[config.mk]
export PLATFORM = sky130hd
export DESIGN_NAME = ram_refresh_sched
export DESIGN_NICKNAME = d
export VERILOG_FILES = /design/src/rtl/ram_refresh_pkg.sv /design/src/rtl/ref_interval_ctr.sv /design/src/rtl/ram_refresh_sched.sv
export SDC_FILE = /design/constraint.sdc
export NUM_CORES = 1
export LEC_CHECK = 0
export BUFFER_PORTS_ARGS = -buffer_cell sky130_fd_sc_hd__buf_2
export CAP_MARGIN = 20
export CORE_MARGIN = 3
export CORE_UTILIZATION = 51
export DETAILED_ROUTE_END_ITERATION = 10
export GPL_ROUTABILITY_DRIVEN = 0
export GPL_TIMING_DRIVEN = 1
export PLACE_DENSITY = 0.72
export SLEW_MARGIN = 40
export SYNTH_ARGS = -nofsm -noshare
export SYNTH_HDL_FRONTEND = slang
export SYNTH_SLANG_ARGS = --single-unit
[constraint.sdc]
create_clock -name CLK_FSB -period 2.2 [get_ports CLK_FSB]
set_clock_uncertainty 0.1 [all_clocks]
set_input_delay 0.44 -clock CLK_FSB [delete_from_list [all_inputs] [get_ports CLK_FSB]]
set_output_delay 0.44 -clock CLK_FSB [all_outputs]
set_load 0.005 [all_outputs]
[src/rtl/ram_refresh_pkg.sv]
// Shared constants, state encoding and output bundle for the DRAM refresh scheduler.
// Also referenced by the RAM sequencer and FSB arbiter for matching timing.
package ram_refresh_pkg;

  localparam int unsigned REF_PERIOD_DEF    = 234;
  localparam int unsigned MAX_DEBT_DEF      = 4;
  localparam int unsigned URGENT_THRESH_DEF = 2;
  localparam int unsigned INIT_REFS_DEF     = 8;

  typedef enum logic {
    ST_INIT = 1'b0,
    ST_NORM = 1'b1
  } ref_state_e;

  // Registered request bundle presented to the RAM sequencer and FSB arbiter
  typedef struct packed {
    logic req;
    logic urgent;
    logic init;
  } ref_out_t;

endpackage

[src/rtl/ref_interval_ctr.sv]
// Reloadable refresh-interval down-counter; tick_c_o is high for the one cycle
// the count sits at zero, giving a tick every PERIOD clocks while not held.
module ref_interval_ctr
  import ram_refresh_pkg::*;
#(
  parameter int unsigned PERIOD = REF_PERIOD_DEF
) (
  input  logic clk_i,
  input  logic rst_n_i,
  input  logic hold_i,
  output logic tick_c_o
);

  localparam int unsigned CW = (PERIOD > 1) ? $clog2(PERIOD) : 1;
  localparam logic [CW-1:0] RELOAD = CW'(PERIOD - 1);

  logic [CW-1:0] cnt_q;
  logic [CW-1:0] cnt_d;

  // Hold pins the count at reload so the first tick lands a full period after release
  always_comb begin
    cnt_d    = cnt_q;
    tick_c_o = 1'b0;
    if (hold_i) begin
      cnt_d = RELOAD;
    end else if (cnt_q == '0) begin
      cnt_d    = RELOAD;
      tick_c_o = 1'b1;
    end else begin
      cnt_d = cnt_q - CW'(1);
    end
  end

  always_ff @(posedge clk_i) begin
    if (!rst_n_i) begin
      cnt_q <= RELOAD;
    end else begin
      cnt_q <= cnt_d;
    end
  end

endmodule

[src/rtl/ram_refresh_sched.sv]
// DRAM refresh scheduler: init burst, then saturating refresh-debt tracking.
// Define REFRESH_STATS_EN to add the RefUrgCnt / RefMaxDebt statistics outputs.
module ram_refresh_sched
  import ram_refresh_pkg::*;
#(
  parameter int unsigned REF_PERIOD    = REF_PERIOD_DEF,
  parameter int unsigned MAX_DEBT      = MAX_DEBT_DEF,
  parameter int unsigned URGENT_THRESH = URGENT_THRESH_DEF,
  parameter int unsigned INIT_REFS     = INIT_REFS_DEF
) (
  input  logic CLK_FSB,
  input  logic nRES,
  input  logic RefAck,
  output logic RefReq,
  output logic RefUrgent,
  output logic RefInit,
  output logic RefOvf
`ifdef REFRESH_STATS_EN
  ,
  output logic [7:0]                       RefUrgCnt,
  output logic [$clog2(MAX_DEBT+1)-1:0]    RefMaxDebt
`endif
);

  localparam int unsigned DW = $clog2(MAX_DEBT + 1);
  localparam int unsigned IW = $clog2(INIT_REFS + 1);
  localparam logic [DW-1:0] DEBT_MAX = DW'(MAX_DEBT);
  localparam logic [DW-1:0] DEBT_URG = DW'(URGENT_THRESH);
  localparam logic [IW-1:0] INIT_CNT = IW'(INIT_REFS);

  ref_state_e    state_q, state_d;
  logic [DW-1:0] debt_q, debt_d;
  logic [IW-1:0] init_cnt_q, init_cnt_d;
  logic          ovf_q, ovf_d;
  logic          ack_q;
  ref_out_t      out_q, out_d;

  logic          ackp_c;
  logic          tick_c;
  logic          hold_c;

  assign ackp_c = RefAck & ~ack_q;
  assign hold_c = (state_q == ST_INIT);

  ref_interval_ctr #(
    .PERIOD (REF_PERIOD)
  ) u_interval_ctr (
    .clk_i    (CLK_FSB),
    .rst_n_i  (nRES),
    .hold_i   (hold_c),
    .tick_c_o (tick_c)
  );

  // Next state, debt update and decode of the registered outputs from next-state values
  always_comb begin
    state_d    = state_q;
    debt_d     = debt_q;
    init_cnt_d = init_cnt_q;
    ovf_d      = ovf_q;
    out_d      = '0;

    case (state_q)
      ST_INIT: begin
        if (ackp_c) begin
          init_cnt_d = init_cnt_q - IW'(1);
          if (init_cnt_q <= IW'(1)) begin
            init_cnt_d = '0;
            state_d    = ST_NORM;
          end
        end
      end
      ST_NORM: begin
        // A tick and an ack in the same cycle cancel out
        if (tick_c && !ackp_c) begin
          if (debt_q == DEBT_MAX) begin
            ovf_d = 1'b1;
          end else begin
            debt_d = debt_q + DW'(1);
          end
        end else if (ackp_c && !tick_c && (debt_q != '0)) begin
          debt_d = debt_q - DW'(1);
        end
      end
      default: begin
        state_d = ST_INIT;
      end
    endcase

    out_d.init   = (state_d == ST_INIT);
    out_d.req    = out_d.init | (debt_d != '0);
    out_d.urgent = out_d.init | (debt_d >= DEBT_URG);
  end

  always_ff @(posedge CLK_FSB) begin
    if (!nRES) begin
      state_q    <= ST_INIT;
      debt_q     <= '0;
      init_cnt_q <= INIT_CNT;
      ovf_q      <= 1'b0;
      ack_q      <= 1'b0;
      out_q      <= '0;
    end else begin
      state_q    <= state_d;
      debt_q     <= debt_d;
      init_cnt_q <= init_cnt_d;
      ovf_q      <= ovf_d;
      ack_q      <= RefAck;
      out_q      <= out_d;
    end
  end

  assign RefReq    = out_q.req;
  assign RefUrgent = out_q.urgent;
  assign RefInit   = out_q.init;
  assign RefOvf    = ovf_q;

`ifdef REFRESH_STATS_EN
  logic [7:0]    urg_cnt_q, urg_cnt_d;
  logic [DW-1:0] max_debt_q, max_debt_d;

  // Count urgent assertions seen during normal operation; track debt high-water mark
  always_comb begin
    urg_cnt_d  = urg_cnt_q;
    max_debt_d = max_debt_q;
    if ((state_q == ST_NORM) && out_d.urgent && !out_q.urgent && (urg_cnt_q != 8'hFF)) begin
      urg_cnt_d = urg_cnt_q + 8'd1;
    end
    if (debt_d > max_debt_q) begin
      max_debt_d = debt_d;
    end
  end

  always_ff @(posedge CLK_FSB) begin
    if (!nRES) begin
      urg_cnt_q  <= '0;
      max_debt_q <= '0;
    end else begin
      urg_cnt_q  <= urg_cnt_d;
      max_debt_q <= max_debt_d;
    end
  end

  assign RefUrgCnt  = urg_cnt_q;
  assign RefMaxDebt = max_debt_q;
`endif

endmodule
==> results.json <==
{
  "start_util": 0.562,
  "path_clk_slew_ns": 0.12,
  "synthToLayoutAreaGrowth_pct": 17.1,
  "antenna_found_initial": 0,
  "timing.setup.tns_ns": 0,
  "drtAntennaViolNets": 0,
  "slew_headroom": 0.598,
  "core_area_um2": 1800,
  "hold_ws_ns": 0.242,
  "critPathCaptureType": "flop",
  "wl_um": 1990,
  "p_per_area_nw_per_um2": 600,
  "ir_drop_v": 0.000511,
  "synthesis.area_um2": 1010,
  "clock_path_buffers": 2,
  "synth-seq-cells": 21,
  "outcome": "finished clean",
  "grt_pass1_vias": 837,
  "drt_pre_antenna_iters": 4,
  "yosysUniqueCellTypes": 34,
  "drt_iter0_markers": 4,
  "cts-buffers-inserted": 3,
  "layout_common_cells": "21 x dfxtp_1, 14 x nor2_1, 9 x nand2_1, 8 x buf_4",
  "n_antenna_cell": 0,
  "die_y_um": 50.6,
  "num_io_pins": 7,
  "synthCells": 114,
  "finalCritPeriodShare": 0.940,
  "drcViolationCount": 0,
  "finalHoldViolations": 0,
  "syn_nets": 124,
  "final_common_cell": "dfxtp_1",
  "hp-class": "in -> reg",
  "worstSetupStartpointType": "flop",
  "cap_violations": 0,
  "worstMarginPinSlew_ns": 0.598,
  "placedInstanceArea_um2": 1130,
  "leakage_nw": 0.459,
  "die_area_um2": 2560,
  "synth.yosys.warnings": 0,
  "grt_pass1_wl_um": 3480,
  "std_cell_rows": 15,
  "cts_root_buffer": "clkbuf_4",
  "reg_top3": "u_interval_ctr.cnt_q: 8 flops, init_cnt_q: 4 flops, debt_q: 3 flops",
  "p_seq_frac": 0.581,
  "finalSetupViolations": 0,
  "layout-drive-gt1-share": 0.198,
  "period_minus_slack_ns": 2.07,
  "fin_area_um2": 1180,
  "wl_per_cell_um": 12.8,
  "largest_reg_flops": 8,
  "largest-register": "u_interval_ctr.cnt_q",
  "htreeDepth": 1,
  "cp.arrival_ns": 2.19,
  "p_int_mw": 0.516,
  "cts_tree": "done",
  "grtUsageTotal": 0.184,
  "pwr-share-comb": 0.142,
  "nets": 142,
  "clk_latency_ns": 0.32,
  "portBuffers": 6,
  "netSwitchingFraction": 0.274,
  "worstSetupPathType": "reg -> reg",
  "syn_avg_cell_area_um2": 8.88,
  "die_x_um": 50.6,
  "overflow": 0,
  "vias": 823,
  "path_max_fanout": 3,
  "ys_seq_area_frac": 0.415,
  "p_total_mw": 0.711,
  "post_cts_buffers": 0,
  "viasPerCell": 5.28,
  "grt_setup_unrepaired": "no",
  "slew_violations": 0,
  "fmax_mhz": 484,
  "clkPwrFrac": 0.278,
  "power_switching_mw": 0.195,
  "hpwl_um": 1470,
  "cp.required_ns": 2.33,
  "grt_max_degree": 12,
  "utilization": 0.658,
  "cts_sinks": 21
}
-- power groups by stage --
stage                     registers [mW]  logic (mW)  clock network, mW
after global routing               0.416       0.114              0.218
after floorplan                    0.419      0.0633                  0
final                              0.413       0.101              0.197
after global placement             0.420      0.0924                  0
after detailed placement           0.421      0.0965                  0
after CTS                          0.412      0.0972              0.198
-- kinds of logic (layout without fill, tap and decap cells) --
family                   Yosys count  in the layout  share of synthesized area
AND/OR/NAND/NOR                   47             47                      0.242
flip-flops                        21             21                      0.415
AO/OA/AOI/OAI                     19             19                      0.135
buffers and inverters             11             28                     0.0420
XOR/XNOR                           8              8                     0.0692
adder cells (fa/ha/maj)            7              7                     0.0865
multiplexers                       1              1                    0.00989
-- critical path, cell delays in order, from the launching register on --
cell and delay [ns]:
dfxtp_1 0.34, inv_1 0.09, ha_1 0.15, nor3b_4 0.19, nand2_2 0.07, or4_4 0.43, a311oi_4 0.26, a311oi_2 0.08
or2_1 0.25
-- layer usage --
metal | track usage | part of all wire | vias to the layer above
met5 | 0 | 0 | -
met4 | 0.135 | 0.029 | 0
met3 | 0.0267 | 0.024 | 5
met2 | 0.289 | 0.46 | 8
met1 | 0.227 | 0.48 | 384
li1 | - | - | 426
-- area by class of cell --
cell class,count,area [µm²]
Fill cell,157,617
Sequential cell,21,420
Inverter,10,38.8
Tap cell,25,31.3
Timing Repair Buffer,14,90.1
Multi-Input combinational cell,82,578
Clock buffer,4,26.3
-- synthesized netlist by cell type (all sizes together) --
cell type  number  area (µm²)
a211o           2        17.5
a211oi          1        7.51
a21boi          1        7.51
a21oi           5        25.0
a311oi          2        23.8
a31oi           4        25.0
and2            4        26.3
clkbuf          1        3.75
clkinv          1        3.75
clkinvlp        1        5.00
dfxtp          21         420
ha              7        87.6
inv             8        30.0
mux2i           1        10.0
nand2          10        40.0
nand2b          1        6.26
nand3           5        25.0
nor2           14        52.6
nor2b           2        12.5
nor3            6        30.0
nor3b           1        7.51
nor4            2        27.5
o2111ai         1        8.76
o21ai           1        5.00
o31ai           1        7.51
o41ai           1        8.76
or2             1        6.26
or4             1        11.3
xnor2           6        52.6
xor2            2        17.5
-- metrics by stage --
stage / setup slack [ns] / instances
floorplan: 0.0747 / 114
global placement: 0.0549 / 152
detailed placement: -0.0113 / 152
CTS: 0.0486 / 156
global route: 0.0121 / 156
finish: 0.133 / 156
-- final timing paths --
path | depth (start not counted) | start | to | slack [ns]
setup / recovery | 8 | u_interval_ctr.cnt_q[1]$_SDFF_PP0_ | RefUrgent$_SDFF_PN0_ | 0.13
hold / removal | 2 | RefAck | ack_q$_SDFF_PN0_ | 0.24
setup reg to reg | 8 | u_interval_ctr.cnt_q[1]$_SDFF_PP0_ | RefUrgent$_SDFF_PN0_ | 0.13
hold reg to reg | 1 | u_interval_ctr.cnt_q[0]$_SDFF_PP1_ | u_interval_ctr.cnt_q[0]$_SDFF_PP1_ | 0.34
-- what timing repair did --
item,in CTS,in global routing
resized for setup,1,4
hold buffers,0,0
setup endpoints to repair,2,2
pin swaps,0,1
(Power assumes the default switching activity.)
